## src/rtl/operand_fetch_stage_pkg.sv

```systemverilog
// Shared widths, register-file constants and operand-resolve helper for the operand fetch stage.
// The register file uses the same constants, so the x0 rule and address widths stay consistent.
package operand_fetch_stage_pkg;

   localparam int XLEN     = 32;
   localparam int AW       = 5;
   localparam int CTRL_W   = 16;
   localparam int NUM_REGS = 32;
   localparam int STALL_W  = 32;

   localparam logic [AW-1:0] X0_ADDR = '0;

   typedef struct packed {
      logic [XLEN-1:0]   rs1_data;
      logic [XLEN-1:0]   rs2_data;
      logic [AW-1:0]     rd;
      logic              is_load;
      logic [XLEN-1:0]   pc;
      logic [XLEN-1:0]   imm;
      logic [CTRL_W-1:0] ctrl;
   } fetch_out_t;

   // x0 reads as zero; a same-cycle writeback to the source beats the stale register file value.
   function automatic logic [XLEN-1:0] resolve_operand(
      input logic [AW-1:0]   src,
      input logic [XLEN-1:0] rf_data,
      input logic            wb_enable,
      input logic [AW-1:0]   wb_address,
      input logic [XLEN-1:0] wb_data
   );
      logic [XLEN-1:0] val;
      if (src == X0_ADDR) begin
         val = '0;
      end else if (wb_enable && (wb_address == src)) begin
         val = wb_data;
      end else begin
         val = rf_data;
      end
      return val;
   endfunction

endpackage

```

## src/rtl/operand_fetch_stage_if.sv

```systemverilog
// Decode, register-file, writeback and execute-side signals of the operand fetch stage.
// The slave modport is the stage itself; the master modport is its surroundings.
interface operand_fetch_stage_if;
   import operand_fetch_stage_pkg::*;

   logic              in_valid;
   logic              in_ready;
   logic [AW-1:0]     in_rs1;
   logic [AW-1:0]     in_rs2;
   logic [AW-1:0]     in_rd;
   logic              in_is_load;
   logic [XLEN-1:0]   in_pc;
   logic [XLEN-1:0]   in_imm;
   logic [CTRL_W-1:0] in_ctrl;

   logic [AW-1:0]     read_address;
   logic [AW-1:0]     read_address_two;
   logic [XLEN-1:0]   read_data;
   logic [XLEN-1:0]   read_data_two;

   logic              wb_enable;
   logic [AW-1:0]     wb_address;
   logic [XLEN-1:0]   wb_data;
   logic              flush;

   logic              out_valid;
   logic              out_ready;
   logic [XLEN-1:0]   out_rs1_data;
   logic [XLEN-1:0]   out_rs2_data;
   logic [AW-1:0]     out_rd;
   logic              out_is_load;
   logic [XLEN-1:0]   out_pc;
   logic [XLEN-1:0]   out_imm;
   logic [CTRL_W-1:0] out_ctrl;
   logic [STALL_W-1:0] stall_count;

   modport slave (
      input  in_valid, in_rs1, in_rs2, in_rd, in_is_load, in_pc, in_imm, in_ctrl,
      input  read_data, read_data_two,
      input  wb_enable, wb_address, wb_data, flush,
      input  out_ready,
      output in_ready, read_address, read_address_two,
      output out_valid, out_rs1_data, out_rs2_data, out_rd, out_is_load,
      output out_pc, out_imm, out_ctrl, stall_count
   );

   modport master (
      output in_valid, in_rs1, in_rs2, in_rd, in_is_load, in_pc, in_imm, in_ctrl,
      output read_data, read_data_two,
      output wb_enable, wb_address, wb_data, flush,
      output out_ready,
      input  in_ready, read_address, read_address_two,
      input  out_valid, out_rs1_data, out_rs2_data, out_rd, out_is_load,
      input  out_pc, out_imm, out_ctrl, stall_count
   );

endinterface

```

## src/rtl/operand_fetch_stage_reg_scoreboard.sv

```systemverilog
// Busy vector of registers awaiting a load result, with set/clear ports and two hazard queries.
// A query reports pending only if the register is not being written back this very cycle.
module reg_scoreboard
   import operand_fetch_stage_pkg::*;
(
   input  logic          clk,
   input  logic          rst,
   input  logic          set_en,
   input  logic [AW-1:0] set_addr,
   input  logic          clr_en,
   input  logic [AW-1:0] clr_addr,
   input  logic [AW-1:0] query_a,
   input  logic [AW-1:0] query_b,
   output logic          pending_a,
   output logic          pending_b
);

   logic [NUM_REGS-1:0] busy;
   logic [NUM_REGS-1:0] busy_nxt;

   assign pending_a = (query_a != X0_ADDR) && busy[query_a] && !(clr_en && (clr_addr == query_a));
   assign pending_b = (query_b != X0_ADDR) && busy[query_b] && !(clr_en && (clr_addr == query_b));

   // Set is applied after clear so a new load to the same register stays pending.
   always_comb begin
      busy_nxt = busy;
      if (clr_en) begin
         busy_nxt[clr_addr] = 1'b0;
      end
      if (set_en) begin
         busy_nxt[set_addr] = 1'b1;
      end
      busy_nxt[X0_ADDR] = 1'b0;
   end

   always_ff @(posedge clk or posedge rst) begin
      if (rst) begin
         busy <= '0;
      end else begin
         busy <= busy_nxt;
      end
   end

endmodule

```

## src/rtl/operand_fetch_stage.sv

```systemverilog
// Operand fetch stage: reads both register-file ports, applies x0/bypass rules, stalls on load-use
// hazards and holds the resolved instruction in a one-entry output register toward execute.
module operand_fetch_stage
   import operand_fetch_stage_pkg::*;
(
   input logic                  clk,
   input logic                  rst,
   operand_fetch_stage_if.slave bus
);

   fetch_out_t         out_d;
   fetch_out_t         out_q;
   logic               out_valid_q;
   logic [STALL_W-1:0] stall_q;
   logic               pend_rs1;
   logic               pend_rs2;
   logic               hazard;
   logic               in_ready;
   logic               accept;

   assign bus.read_address     = bus.in_rs1;
   assign bus.read_address_two = bus.in_rs2;

   reg_scoreboard u_scoreboard (
      .clk       (clk),
      .rst       (rst),
      .set_en    (accept && bus.in_is_load),
      .set_addr  (bus.in_rd),
      .clr_en    (bus.wb_enable),
      .clr_addr  (bus.wb_address),
      .query_a   (bus.in_rs1),
      .query_b   (bus.in_rs2),
      .pending_a (pend_rs1),
      .pending_b (pend_rs2)
   );

   assign hazard   = bus.in_valid && (pend_rs1 || pend_rs2);
   assign in_ready = (!out_valid_q || bus.out_ready) && !hazard && !bus.flush;
   assign accept   = bus.in_valid && in_ready;

   always_comb begin
      out_d          = '0;
      out_d.rs1_data = resolve_operand(bus.in_rs1, bus.read_data, bus.wb_enable,
                                       bus.wb_address, bus.wb_data);
      out_d.rs2_data = resolve_operand(bus.in_rs2, bus.read_data_two, bus.wb_enable,
                                       bus.wb_address, bus.wb_data);
      out_d.rd       = bus.in_rd;
      out_d.is_load  = bus.in_is_load;
      out_d.pc       = bus.in_pc;
      out_d.imm      = bus.in_imm;
      out_d.ctrl     = bus.in_ctrl;
   end

   // Data fields only change on accept, so a flushed or drained entry keeps its last contents.
   always_ff @(posedge clk or posedge rst) begin
      if (rst) begin
         out_valid_q <= 1'b0;
         out_q       <= '0;
      end else if (accept) begin
         out_valid_q <= 1'b1;
         out_q       <= out_d;
      end else if (bus.flush || bus.out_ready) begin
         out_valid_q <= 1'b0;
      end
   end

   always_ff @(posedge clk or posedge rst) begin
      if (rst) begin
         stall_q <= '0;
      end else if (hazard && (stall_q != '1)) begin
         stall_q <= stall_q + 1'b1;
      end
   end

   assign bus.in_ready     = in_ready;
   assign bus.out_valid    = out_valid_q;
   assign bus.out_rs1_data = out_q.rs1_data;
   assign bus.out_rs2_data = out_q.rs2_data;
   assign bus.out_rd       = out_q.rd;
   assign bus.out_is_load  = out_q.is_load;
   assign bus.out_pc       = out_q.pc;
   assign bus.out_imm      = out_q.imm;
   assign bus.out_ctrl     = out_q.ctrl;
   assign bus.stall_count  = stall_q;

endmodule

```

## src/flat_wrapper.sv

```systemverilog
// flat-port wrapper written by rule: the top's interface ports become plain ports
module operand_fetch_stage_flat import operand_fetch_stage_pkg::*;
  (clk, rst, bus_in_valid, bus_in_rs1, bus_in_rs2, bus_in_rd, bus_in_is_load, bus_in_pc, bus_in_imm, bus_in_ctrl, bus_read_data, bus_read_data_two, bus_wb_enable, bus_wb_address, bus_wb_data, bus_flush, bus_out_ready, bus_in_ready, bus_read_address, bus_read_address_two, bus_out_valid, bus_out_rs1_data, bus_out_rs2_data, bus_out_rd, bus_out_is_load, bus_out_pc, bus_out_imm, bus_out_ctrl, bus_stall_count);
  operand_fetch_stage_if bus_i ();
  input logic clk;
  input logic rst;
  input wire logic [$bits(bus_i.in_valid)-1:0] bus_in_valid;
  input wire logic [$bits(bus_i.in_rs1)-1:0] bus_in_rs1;
  input wire logic [$bits(bus_i.in_rs2)-1:0] bus_in_rs2;
  input wire logic [$bits(bus_i.in_rd)-1:0] bus_in_rd;
  input wire logic [$bits(bus_i.in_is_load)-1:0] bus_in_is_load;
  input wire logic [$bits(bus_i.in_pc)-1:0] bus_in_pc;
  input wire logic [$bits(bus_i.in_imm)-1:0] bus_in_imm;
  input wire logic [$bits(bus_i.in_ctrl)-1:0] bus_in_ctrl;
  input wire logic [$bits(bus_i.read_data)-1:0] bus_read_data;
  input wire logic [$bits(bus_i.read_data_two)-1:0] bus_read_data_two;
  input wire logic [$bits(bus_i.wb_enable)-1:0] bus_wb_enable;
  input wire logic [$bits(bus_i.wb_address)-1:0] bus_wb_address;
  input wire logic [$bits(bus_i.wb_data)-1:0] bus_wb_data;
  input wire logic [$bits(bus_i.flush)-1:0] bus_flush;
  input wire logic [$bits(bus_i.out_ready)-1:0] bus_out_ready;
  output wire logic [$bits(bus_i.in_ready)-1:0] bus_in_ready;
  output wire logic [$bits(bus_i.read_address)-1:0] bus_read_address;
  output wire logic [$bits(bus_i.read_address_two)-1:0] bus_read_address_two;
  output wire logic [$bits(bus_i.out_valid)-1:0] bus_out_valid;
  output wire logic [$bits(bus_i.out_rs1_data)-1:0] bus_out_rs1_data;
  output wire logic [$bits(bus_i.out_rs2_data)-1:0] bus_out_rs2_data;
  output wire logic [$bits(bus_i.out_rd)-1:0] bus_out_rd;
  output wire logic [$bits(bus_i.out_is_load)-1:0] bus_out_is_load;
  output wire logic [$bits(bus_i.out_pc)-1:0] bus_out_pc;
  output wire logic [$bits(bus_i.out_imm)-1:0] bus_out_imm;
  output wire logic [$bits(bus_i.out_ctrl)-1:0] bus_out_ctrl;
  output wire logic [$bits(bus_i.stall_count)-1:0] bus_stall_count;
  assign bus_i.in_valid = bus_in_valid;
  assign bus_i.in_rs1 = bus_in_rs1;
  assign bus_i.in_rs2 = bus_in_rs2;
  assign bus_i.in_rd = bus_in_rd;
  assign bus_i.in_is_load = bus_in_is_load;
  assign bus_i.in_pc = bus_in_pc;
  assign bus_i.in_imm = bus_in_imm;
  assign bus_i.in_ctrl = bus_in_ctrl;
  assign bus_i.read_data = bus_read_data;
  assign bus_i.read_data_two = bus_read_data_two;
  assign bus_i.wb_enable = bus_wb_enable;
  assign bus_i.wb_address = bus_wb_address;
  assign bus_i.wb_data = bus_wb_data;
  assign bus_i.flush = bus_flush;
  assign bus_i.out_ready = bus_out_ready;
  assign bus_in_ready = bus_i.in_ready;
  assign bus_read_address = bus_i.read_address;
  assign bus_read_address_two = bus_i.read_address_two;
  assign bus_out_valid = bus_i.out_valid;
  assign bus_out_rs1_data = bus_i.out_rs1_data;
  assign bus_out_rs2_data = bus_i.out_rs2_data;
  assign bus_out_rd = bus_i.out_rd;
  assign bus_out_is_load = bus_i.out_is_load;
  assign bus_out_pc = bus_i.out_pc;
  assign bus_out_imm = bus_i.out_imm;
  assign bus_out_ctrl = bus_i.out_ctrl;
  assign bus_stall_count = bus_i.stall_count;
  operand_fetch_stage u_core (.clk(clk), .rst(rst), .bus(bus_i));
endmodule
```

## config.mk

```make
export PLATFORM = sky130hd
export DESIGN_NAME = operand_fetch_stage_flat
export DESIGN_NICKNAME = d
export VERILOG_FILES = /design/src/rtl/operand_fetch_stage_pkg.sv /design/src/rtl/operand_fetch_stage_if.sv /design/src/rtl/operand_fetch_stage_reg_scoreboard.sv /design/src/rtl/operand_fetch_stage.sv /design/src/flat_wrapper.sv
export SDC_FILE = /design/constraint.sdc
export NUM_CORES = 1
export LEC_CHECK = 0
export BUFFER_PORTS_ARGS = -buffer_cell sky130_fd_sc_hd__buf_4
export CAP_MARGIN = 20
export CORE_AREA = 4 4 154 156
export DETAILED_ROUTE_END_ITERATION = 8
export DIE_AREA = 0 0 158 160
export PLACE_DENSITY = 0.83
export SETUP_SLACK_MARGIN = 0.5
export SLEW_MARGIN = 25
export SYNTH_ARGS = -nofsm -noshare
export SYNTH_HDL_FRONTEND = slang
export SYNTH_SLANG_ARGS = --single-unit
```

## constraint.sdc

```tcl
create_clock -name clk -period 10.4 [get_ports clk]
set_input_delay 1.56 -clock clk [delete_from_list [all_inputs] [get_ports clk]]
set_output_delay 1.56 -clock clk [all_outputs]
set_load 0.005 [all_outputs]
```

# Word-level counts from Yosys, hierarchy flattened
# Index checks and enable logic that the tools add are counted.
[totals] out_inout_bits=194 regBits=214 inputBits=203 word_cells=66
[classes] reduce_logical=27 magnitude_cmp=6 addsub=1 eq_ne=3 bitwise_logic=3 muxes=16
[ops] op="32-bit 2-to-1 mux" n=6
[ops] op="32-bit by 1-bit adder with 32-bit output, second input constant" n=1
[ops] op="32-bit AND" n=1
[ops] op="32-bit inequality test, second input constant" n=1
[ops] op="32-bit inverter" n=1
[ops] op="32-bit OR" n=1
[ops] op="5-bit by 6-bit < comparator with 1-bit output, second input constant" n=4
[ops] op="1-bit logical AND" n=14
[ops] op="1-bit binary-select mux with 5-bit select" n=2
[ops] op="1-bit demux with 5-bit select" n=2
[ops] op="5-bit == test" n=2
[ops] op="5-bit by 1-bit >= comparator with 1-bit output, second input constant" n=2
[ops] op="5-bit logical NOT" n=2
[ops] op="5-bit nonzero test" n=2
[ops] op="1-bit 2-to-1 mux" n=6
[ops] op="1-bit logical NOT" n=5
[ops] op="1-bit logical OR" n=3
[ops] op="2-bit nonzero test" n=1

# Longest topological paths before layout
# Gate-level depths: netlist of the first run.
[depth] word_depth=12 mapped_depth=10 mapped_depth_nobuf=8

# Modules after synthesis
# From an unflattened synthesis of the first run, not the netlist that was laid out.
[unflattened] hier_cells=1007 hier_area_um2=9872.0
[by_module_without_submodules] module="operand_fetch_stage" cells_each=817 instances=1 area_per_inst_um2=7905.1
[by_module_without_submodules] module="reg_scoreboard" cells_each=190 instances=1 area_per_inst_um2=1966.9

# Worst setup path after synthesis of the first run
# OpenSTA, ideal clock, no wires.
[synth_path] path_kind="input port to output port" from="input bus_in_rs1[2]" to="output bus_in_ready" arrival_time_ns=3.070 n_path_buf=1 path_slack_ns=5.770 path_stages=7 path_cell_list="clkbuf_1 -> mux2_1 -> a2bb2oi_1 -> a311o_1 -> nand4_1 -> nand2_1 -> nor3_1"
[synth_between] elab_chain_len=9 word_cells_on_any_way=13 classes_between="1 x eq/ne; 2 x mux; 10 x reduce/logical"
[synth_rtl] element="start, declared" line="flat_wrapper.sv:8" rtl="input wire logic [$bits(bus_i.in_rs1)-1:0] bus_in_rs1;"
[synth_rtl] element="1-bit binary-select mux with 5-bit select or 5-bit == test (tied branches)" line="operand_fetch_stage_reg_scoreboard.sv:21" rtl="assign pending_a = (query_a != X0_ADDR) && busy[query_a] && !(clr_en && (clr_addr == query_a));"
[synth_rtl] element="1-bit 2-to-1 mux (not written as such) or 1-bit logical AND (tied branches)" line="operand_fetch_stage_reg_scoreboard.sv:21"
[synth_rtl] element="1-bit logical AND or 1-bit logical NOT (tied branches)" line="operand_fetch_stage_reg_scoreboard.sv:21"
[synth_rtl] element="1-bit logical AND (*)" line="operand_fetch_stage_reg_scoreboard.sv:21"
[synth_rtl] element="1-bit logical OR (*)" line="operand_fetch_stage.sv:37" rtl="assign hazard = bus.in_valid && (pend_rs1 || pend_rs2);"
[synth_rtl] element="1-bit logical AND (*)" line="operand_fetch_stage.sv:37"
[synth_rtl] element="1-bit logical NOT (*)" line="operand_fetch_stage.sv:38" rtl="assign in_ready = (!out_valid_q || bus.out_ready) && !hazard && !bus.flush;"
[synth_rtl] element="1-bit logical AND (*) (2 in a row)" line="operand_fetch_stage.sv:38"
[synth_rtl] element="end, declared" line="flat_wrapper.sv:22" rtl="output wire logic [$bits(bus_i.in_ready)-1:0] bus_in_ready;"
# Every way passes the cells marked *; elsewhere a longest branch is shown, timed or not. The select of a mux whose other input is x is not followed.

# Worst setup path after layout of the first run
[layout_path] from="input bus_in_rs1[0]" to="output bus_in_ready"
# The elaborated chain is that of the path after synthesis.

==> summary.txt, run 1 <==
Status: completed
GR Layer Usage met1: 26.99%
FILL cells: 1,687
Power Dens Cells: 192.6 nW/µm²
Dpl hpwl: 22,040 µm
GRT overflow: 0
Register area share after synthesis: 51.75%
CTS sink cnt: 214
Gr busiest metal: met2
Dominant cell type by area after synthesis: dfrtp_1
Inserted Clock Buffers: 24
Vias in the first global route: 8,399
Net Count, Synth: 962
DIE AREA: 25,280 µm²
Initial core utilization: 46.27%
Vias after detailed routing: 7,930
Max-cap violations: 0
Dpl cells: 1,390
Final Util: 63.84%
Post-Synthesis Cells: 758
Setup TNS: 0 ps
Worst-path clk slew: 60 ps
Hold Crit Class: register to register
Fin cells: 1,436
Layout cells sized above 1: 50.43%
Adder-cell share of the synthesized area: 0.1209%
Synth cell count leaders: dfrtp_1 (214), mux2_4 (100), a22o_1 (64)
First-pass GRT wire length: 46,660 µm
Root buf cell: clkbuf_16
DR iter-0 viols: 389
Reg2reg setup slack: 6710 ps
Unrepaired setup endpoints after global routing: no
CTS tree: yes
Max-slew violations: 0
Iteration count of the initial detailed-routing pass: 5
Buf+Inv Stages, Crit Path: 3
CP Capture Type: output port
Arr. time, crit path: 3790 ps
Maximum vdd drop: 126.5 µV
Total track usage: 22.87%
Nets: 1,336
Max Clock Skew: 14.30 ps
Post-Syn Area per Cell: 13.65 µm²
Worst hold stages: 1
Synth Area in Compound Gates: 10.29%
Row Count: 55
DRC viols: 0
Placer Congestion: 0.8501
Crit-path most repeated cell: buf_4
Met3 usage: 6.206%
Syn. warnings: 0
Final Cell Area: 14,280 µm²
Area after DPL: 13,390 µm²
WL/cell: 21.05 µm
Largest net degree at the start of global routing: 144
CP Cell Sequence: buf_4, or2_2, nor4_1, a31oi_4, buf_4, nand4_1, nand2_1, nor3_1, buf_4
Die span in y: 160 µm
FF+latch count, synth: 214
Met2 Use GR: 40.25%
Register area: 5355 µm²
Max Fanout on Critical Path: 33
Startpoint Class: input port
Top delay family on crit path: simple AND/OR/NAND/NOR gates
Die W: 158 µm
Number of enable flip-flop cells after synthesis: 0
Final hold vios: 0
Area growth syn-to-layout: 37.98%
Port Buf Inserts: 396
Final Setup Violations: 0
CTS max path bufs: 3
Worst endpoint required time: 8840 ps
Dominant synthesized flop cell: dfrtp_1
Largest family of logic cells by synthesized area: multiplexers
Final min period: 5345 ps
Setup Buffers After CTS: 0
Top-count cell post-synth: dfrtp_1
Worst-margin pin slew: 1072 ps
Multiplexer share of the synthesized area: 23.56%
Crit path kind: input port to output port
Cts hold-fix bufs: 0
Synth top area cells: dfrtp_1 (52%), mux2_4 (15%), a22o_1 (5.4%)
Core area: 22,370 µm²
Post-route ant nets: 0
Ports: 397
Max transition margin: 28.51%
Crit. path cell count: 9
Max Freq: 187.1 MHz
Area occupied by multi-input gates: 4627 µm²
CP max stage delay: 500 ps
Vias per cell: 5.522
H-Tree Depth: 1
Post-Syn Area: 10,350 µm²
Initial antenna violation count: 1
P_leak: 6.964 nW
Final wirelength: 30,230 µm
Number of distinct library cells after synthesis: 43
Final period utilization: 51.40%
CP max stage cell: nor4_1
Simple-Gate Fraction of Synth Area: 6.892%
Proportion of netlist area held by the largest area contributor: 51.75%
Later-pin clock latency in the skew report: 510 ps
Ys async rst share: 100.0%
Register-to-Register Path Depth: 8
CTS resizes: 0
Fraction of synthesized cell area in xor and xnor cells: 3.470%
==> registers in the layout (all words and copies together) (netlist names) <==
register / count
u_core.bus.stall_count: 32
u_core.bus.out_rd: 5
u_core.bus.out_valid: 1
u_core.bus.out_rs2_data: 32
u_core.bus.out_imm: 32
u_core.u_scoreboard.busy: 31
u_core.bus.out_ctrl: 16
u_core.bus.out_rs1_data: 32
u_core.bus.out_is_load: 1
u_core.bus.out_pc: 32
==> worst paths after layout <==
| kind | startpoint | end |
|---|---|---|
| hold reg to reg | u_core.bus.out_rd[1]$_DFFE_PP0P_ | u_core.bus.out_rd[1]$_DFFE_PP0P_ |
| setup reg to reg | u_core.u_scoreboard.busy[23]$_DFF_PP0_ | u_core.bus.out_pc[5]$_DFFE_PP0P_ |
| hold / removal | u_core.bus.out_rd[1]$_DFFE_PP0P_ | u_core.bus.out_rd[1]$_DFFE_PP0P_ |
| max in group asynchronous | rst | u_core.bus.out_pc[12]$_DFFE_PP0P_ |
| setup / recovery | bus_in_rs1[0] | bus_in_ready |
| min in group asynchronous | rst | u_core.bus.out_pc[21]$_DFFE_PP0P_ |
==> logic make-up after synthesis <==
logic type,Yosys count
and+or+nand+nor,124
xor gates and xnor gates,41
DFF,214
buffers and inverters,62
muxes,174
adders and majority gates,1
AOI/OAI and AO/OA,142
==> through the flow <==
step / setup slack [ps] / hold slack (ps) / total power, mW
floorplan: 2989 / 480.4 / 1.455
global placement: 5084 / 475.2 / 1.850
detailed placement: 5032 / 482.2 / 1.874
CTS: 5023 / 495.6 / 2.779
global route: 4876 / 509.3 / 2.888
finish: 5055 / 488.5 / 2.750
==> cell usage in the layout, fill, tap and decap left out, types with 2 or more instances in the layout <==
| cell | netlist | routed |
|---|---|---|
| o21ai_0 | 34 | 34 |
| clkinvlp_4 | 0 | 2 |
| dfrtp_1 | 214 | 214 |
| a22o_1 | 64 | 64 |
| mux2i_1 | 7 | 7 |
| a31oi_4 | 0 | 2 |
| inv_1 | 6 | 5 |
| or3b_2 | 5 | 5 |
| clkinv_2 | 0 | 6 |
| and4_1 | 2 | 2 |
| mux2_4 | 100 | 100 |
| buf_4 | 10 | 402 |
| clkbuf_16 | 0 | 25 |
| a221oi_1 | 2 | 2 |
| mux2_2 | 8 | 8 |
| o31ai_1 | 31 | 31 |
| and3_1 | 8 | 8 |
| nor2_1 | 15 | 13 |
| nand3b_1 | 13 | 13 |
| nand4bb_1 | 2 | 2 |
| nand2_1 | 15 | 15 |
| mux2_1 | 49 | 49 |
| nor4_1 | 4 | 4 |
| inv_6 | 0 | 2 |
| xor2_1 | 9 | 9 |
| nand3_1 | 25 | 25 |
| clkbuf_8 | 0 | 4 |
| or3_1 | 3 | 3 |
| bufinv_16 | 0 | 3 |
| nor3_1 | 4 | 4 |
| mux4_2 | 10 | 10 |
| a2bb2oi_1 | 2 | 2 |
| nor2_2 | 0 | 2 |
| a311oi_1 | 2 | 2 |
| nand4_1 | 17 | 17 |
| or2_2 | 3 | 3 |
| xnor2_1 | 32 | 32 |
| nor2b_1 | 5 | 5 |
==> metal layers <==
metal / share of wire, % / routed length, µm / vias up
met1: 37 / 11310 / 3909
met2: 50 / 15140 / 391
li1: - / - / 3572
met3: 9.3 / 2799 / 58
met5: 0 / 0 / -
met4: 3.2 / 978 / 0
==> power breakdown <==
part	switching, mW	internal, mW	total, mW
Clock	0.347	0.543	0.890
Sequential	0.123	1.01	1.13
Combinational	0.257	0.469	0.726
Total	0.727	2.02	2.75
==> layout make-up <==
type	count	share of cell area [%]
Sequential cell	214	37.50
Antenna cell	1	0.01753
Clock buffer	30	4.793
Tap cell	285	2.497
Multi-Input combinational cell	482	32.40
Clock inverter	14	1.130
Timing Repair Buffer	404	21.41
Inverter	6	0.2454
Power figures use the tool's default switching activity.
==> inputs of run 2 (changes only) <==
clock period = 5.55 ns   (was 10.4 ns; I/O delays follow)
==> run 2 against run 1 <==
Against the previous run:
- cell area shrank 0.17%
- largest cell class unchanged
- die area unchanged
- flip-flop and latch count is the same
- sequential share of layout area is 0.063 points higher
- critical endpoint is now u_core.bus.out_imm[20]$_DFFE_PP0P_
- via count grew 0.58%
- largest power group unchanged
- register-to-register slack worse by 4700 ps
- routed wire length increased by 2.5%
- clock skew is 6.3 ps lower
==> summary.txt, run 2 (synthesis results as in run 1) <==
Final Setup Violations: 0
Setup TNS: 0 ps
Final hold vios: 0
Start of the worst register-to-register path: u_core.u_scoreboard.busy[23]$_DFF_PP0_
Register area: 5355 µm²
Startpoint Class: input port
Crit-path most repeated cell: buf_4
Final worst slack: 1783 ps
CP max stage delay: 760 ps
Sw power: 1.346 mW
Antenna cells: 0
P_leak: 6.954 nW
Maximum vdd drop: 269.4 µV
Worst-path clk slew: 60 ps
CTS sink cnt: 214
Status: completed
Die W: 158 µm
CTS tree: yes
Largest net degree at the start of global routing: 123
H-Tree Depth: 1
Worst-margin pin slew: 1052 ps
Core area: 22,370 µm²
CP Capture Type: register
Post-route ant nets: 0
Dpl hpwl: 22,600 µm
Reg2reg setup slack: 2030 ps
FILL cells: 1,661
CP Cell Sequence: buf_4, or2_2, nor4_1, a311oi_1, nand4bb_1, nand2_1, or4_4, buf_4, mux2_4
Vias in the first global route: 8,455
Power Dens Cells: 356.1 nW/µm²
Later-pin clock latency in the skew report: 510 ps
CTS max path bufs: 3
Final period utilization: 67.87%
Port Buf Inserts: 396
Sw Share: 26.51%
Die span in y: 160 µm
Crit. Startpoint: bus_in_rs2[0]
Layout cells sized above 1: 50.04%
Initial antenna violation count: 0
Cts hold-fix bufs: 0
Final wirelength: 31,000 µm
Area growth syn-to-layout: 37.75%
Final min period: 3767 ps
Max transition margin: 29.84%
DIE AREA: 25,280 µm²
Internal: 3.731 mW
Max Freq: 265.5 MHz
Total Power: 5.077 mW
Commonest non-fill, non-tap cell in the layout: buf_4
DR iter-0 viols: 484
Placer Congestion: 0.8704
Initial core utilization: 46.27%
Vias per cell: 5.554
Ports: 397
Iteration count of the initial detailed-routing pass: 7
Reg power frac: 42.0%
Max-slew violations: 0
CTS resizes: 0
Clk pwr share: 31.2%
Nets: 1,338
CP max stage cell: or4_4
Most frequent cells in the layout: buf_4 (401), dfrtp_1 (214), mux2_4 (100), a22o_1 (64), mux2_1 (49)
Inserted Clock Buffers: 25
Place WS: 1300 ps
GRT overflow: 0
Worst endpoint required time: 5930 ps
Max Clock Skew: 8.046 ps
Total track usage: 23.07%
Arr. time, crit path: 4150 ps
Hold Crit Class: input port to async pin
First-pass GRT wire length: 46,800 µm
Max-cap violations: 0
DRC viols: 0
Area occupied by multi-input gates: 4627 µm²
Row Count: 55
Setup Buffers After CTS: 0
Vias after detailed routing: 7,976
Unrepaired setup endpoints after global routing: no
Max Fanout on Critical Path: 49
Combinational Power Share: 26.8%
Root buf cell: clkbuf_16
Crit path kind: input port to register
WL/cell: 21.59 µm
## run 2: changes by cell type in the layout (fill, tap and decap cells not counted), moves of 2 or more
cell | before | now
clkinv_2 | 6 | 4
buf_12 | 0 | 2
inv_6 | 2 | 0
clkbuf_8 | 4 | 6
clkbuf_1 | 1 | 6
bufinv_16 | 3 | 1
## run 2: critical path, delay by kind of cell
family          cells  cell delay, ps
compound gates      1             120
buf+inv             2             670
mux                 1             410
simple gates        5            2090
## run 2: layout make-up
| class | count | share of cell area, % |
|---|---|---|
| clock buffer | 37 | 5.126 |
| inverter | 6 | 0.1843 |
| clock inverter | 7 | 0.4915 |
| multi-input combinational | 482 | 32.46 |
| sequential | 214 | 37.57 |
| tap | 285 | 2.502 |
| timing repair buffer | 405 | 21.67 |
## run 2: worst paths after layout
kind,end,cells after the start
setup / recovery,u_core.bus.out_imm[20]$_DFFE_PP0P_,9
hold / removal,u_core.bus.out_pc[14]$_DFFE_PP0P_,2
setup reg to reg,u_core.bus.out_imm[20]$_DFFE_PP0P_,8
hold reg to reg,u_core.bus.out_pc[11]$_DFFE_PP0P_,1
max in group asynchronous,u_core.bus.out_rs1_data[9]$_DFFE_PP0P_,3
min in group clk,u_core.bus.out_pc[11]$_DFFE_PP0P_,1
## run 2: routing by layer
| metal | share of wire (%) | track usage [%] | up-vias |
|---|---|---|---|
| met5 | 0 | 0 | - |
| met4 | 2.9 | 6.824 | 0 |
| met3 | 9.8 | 6.206 | 57 |
| met2 | 50 | 40.65 | 407 |
| met1 | 37 | 27.49 | 3941 |
| li1 | - | - | 3571 |
## run 2: power by group through the flow
stage	Combinational, mW	Sequential, mW	Clock, mW
floorplan	0.600	2.13	0
global placement	1.33	2.14	0
detailed placement	1.37	2.15	0
CTS	1.38	2.13	1.62
global route	1.46	2.17	1.69
finish	1.36	2.13	1.59
## run 2: metrics by stage
stage	instance area [µm²]	utilization, %	cells	hold slack [ps]
5_1_grt	14250	63.74	1436	344.8
3_5_place_dp	13450	60.14	1392	483.6
2_1_floorplan	10350	-	758	480.4
4_1_cts	14250	63.72	1436	321.5
6_report	14250	63.74	1436	340.4
3_3_place_gp	13420	60.02	1391	475.4
==> inputs of run 3 (changes only) <==
clock period = 3.5 ns   (was 5.55 ns; I/O delays follow)
==> run 3 against run 2 <==
Against the previous run:
- clock power is 62% higher
- largest power group unchanged
- register-to-register slack got worse by 1500 ps
- largest cell class unchanged
- final cell count increased by 0.91%
==> summary.txt, run 3 (synthesis results as in run 1) <==
Worst hold stages: 2
Post-route ant nets: 0
GRT overflow: 0
DIE AREA: 25,280 µm²
P_leak: 7.078 nW
Maximum vdd drop: 382.7 µV
Largest net degree at the start of global routing: 151
Total track usage: 22.65%
Hold Crit Class: input port to register
Inserted Clock Buffers: 24
CP Cell Sequence: mux4_2, mux2_4, o22ai_2, nand4bb_4, nand2_4, or4_4, clkbuf_16, mux2_4
Max Freq: 339.9 MHz
Max-slew violations: 0
Row Count: 55
CTS max path bufs: 3
Final wirelength: 31,270 µm
Root buf cell: clkbuf_16
Status: completed
Final Cell Area: 14,500 µm²
Max Fanout on Critical Path: 33
Initial antenna violation count: 1
Total Power: 8.150 mW
Later-pin clock latency in the skew report: 510 ps
Register-to-Register Path Depth: 8
DR iter-0 viols: 442
Ports: 397
Port Buf Inserts: 396
Setup TNS: 0 ps
Max transition margin: 28.80%
First-pass GRT wire length: 46,290 µm
Vias after detailed routing: 8,100
Power Dens Cells: 562.1 nW/µm²
CP max stage cell: or4_4
Area after DPL: 13,470 µm²
Worst endpoint required time: 3880 ps
Area growth syn-to-layout: 40.10%
Arr. time, crit path: 3320 ps
Final hold vios: 0
Most frequent cells in the layout: buf_4 (411), dfrtp_1 (214), mux2_4 (101), a22o_1 (64), mux2_1 (49)
DRC viols: 0
Final min period: 2942 ps
CTS tree: yes
Layout cells sized above 1: 51.33%
Core area: 22,370 µm²
Final period utilization: 84.07%
CTS sink cnt: 214
Max-cap violations: 0
Startpoint Class: register
Iteration count of the initial detailed-routing pass: 5
Crit-path most repeated cell: mux2_4
Max Clock Skew: 12.77 ps
Placer Congestion: 0.8482
Worst-margin pin slew: 1068 ps
Commonest non-fill, non-tap cell in the layout: buf_4
CP max stage delay: 640 ps
Die W: 158 µm
Nets: 1,351
Final Setup Violations: 0
CP Capture Type: register
Vias per cell: 5.590
H-Tree Depth: 1
Dpl hpwl: 21,850 µm
Unrepaired setup endpoints after global routing: yes
Worst-path clk slew: 60 ps
Die span in y: 160 µm
Crit path kind: register to register
Initial core utilization: 46.27%
Vias in the first global route: 8,433
WL/cell: 21.58 µm
==> run 3: cell types whose count changed in the layout (fill, tap and decap cells not counted), sizes merged <==
cell,change
bufinv,+1
diode,+1
buf,+11
==> run 3: worst paths after layout <==
path,end,slack [ps],from
max,u_core.bus.out_pc[22]$_DFFE_PP0P_,560,u_core.u_scoreboard.busy[22]$_DFF_PP0_
min,u_core.bus.out_pc[6]$_DFFE_PP0P_,230,bus_in_pc[6]
min reg2reg,u_core.bus.out_pc[1]$_DFFE_PP0P_,490,u_core.bus.out_pc[1]$_DFFE_PP0P_
min in group asynchronous,u_core.bus.stall_count[13]$_DFFE_PP0P_,260,rst
max in group asynchronous,u_core.bus.out_pc[5]$_DFFE_PP0P_,2630,rst
max reg2reg,u_core.bus.out_pc[22]$_DFFE_PP0P_,560,u_core.u_scoreboard.busy[22]$_DFF_PP0_
==> run 3: timing repair <==
action,4_1_cts,5_1_grt
setup buffers,3,3
endpoints found under the setup margin,6,103
gates resized for setup,4,8
pin swaps,1,3
gates cloned,0,4
hold buffers,0,0
==> run 3: cell type report <==
| class | instances | area [µm²] |
|---|---|---|
| multi-input combinational | 482 | 4683 |
| sequential | 214 | 5355 |
| antenna | 1 | 2.502 |
| tap | 285 | 356.6 |
| timing repair buffer | 419 | 3258 |
| clock buffer | 34 | 719.4 |
| fill | 1638 | 7866 |
| clock inverter | 8 | 97.59 |
| inverter | 6 | 26.28 |
==> run 3: power by group <==
| group | internal (mW) | switching, mW |
|---|---|---|
| logic | 1.42 | 0.785 |
| registers | 3.01 | 0.361 |
| clock network | 1.57 | 1.00 |
==> run 3: metrics by stage <==
| stage | util, % | setup WS (ps) | instances | hold WS (ps) |
|---|---|---|---|---|
| after floorplan | - | 190.8 | 758 | 480.4 |
| after global placement | 60.24 | 190.8 | 1396 | 475.8 |
| after detailed placement | 60.24 | 159.4 | 1396 | 482.2 |
| after CTS | 64.13 | 506.7 | 1441 | 213.8 |
| after global routing | 64.83 | 476.9 | 1449 | 223.7 |
| final | 64.83 | 557.7 | 1449 | 225.6 |
==> run 3: routing by layer <==
layer	global-route usage [%]	routed length, µm
met1	27.85	11820
met2	39.40	15640
met3	5.691	3047
met4	6.437	770
met5	0	0
==> run 3: critical path: cells and delay by family, from the launching register on <==
family | cells | cell delay, ps
compound gates | 1 | 130
buf+inv | 1 | 300
flops | 1 | 400
mux | 3 | 1070
simple gates | 3 | 880
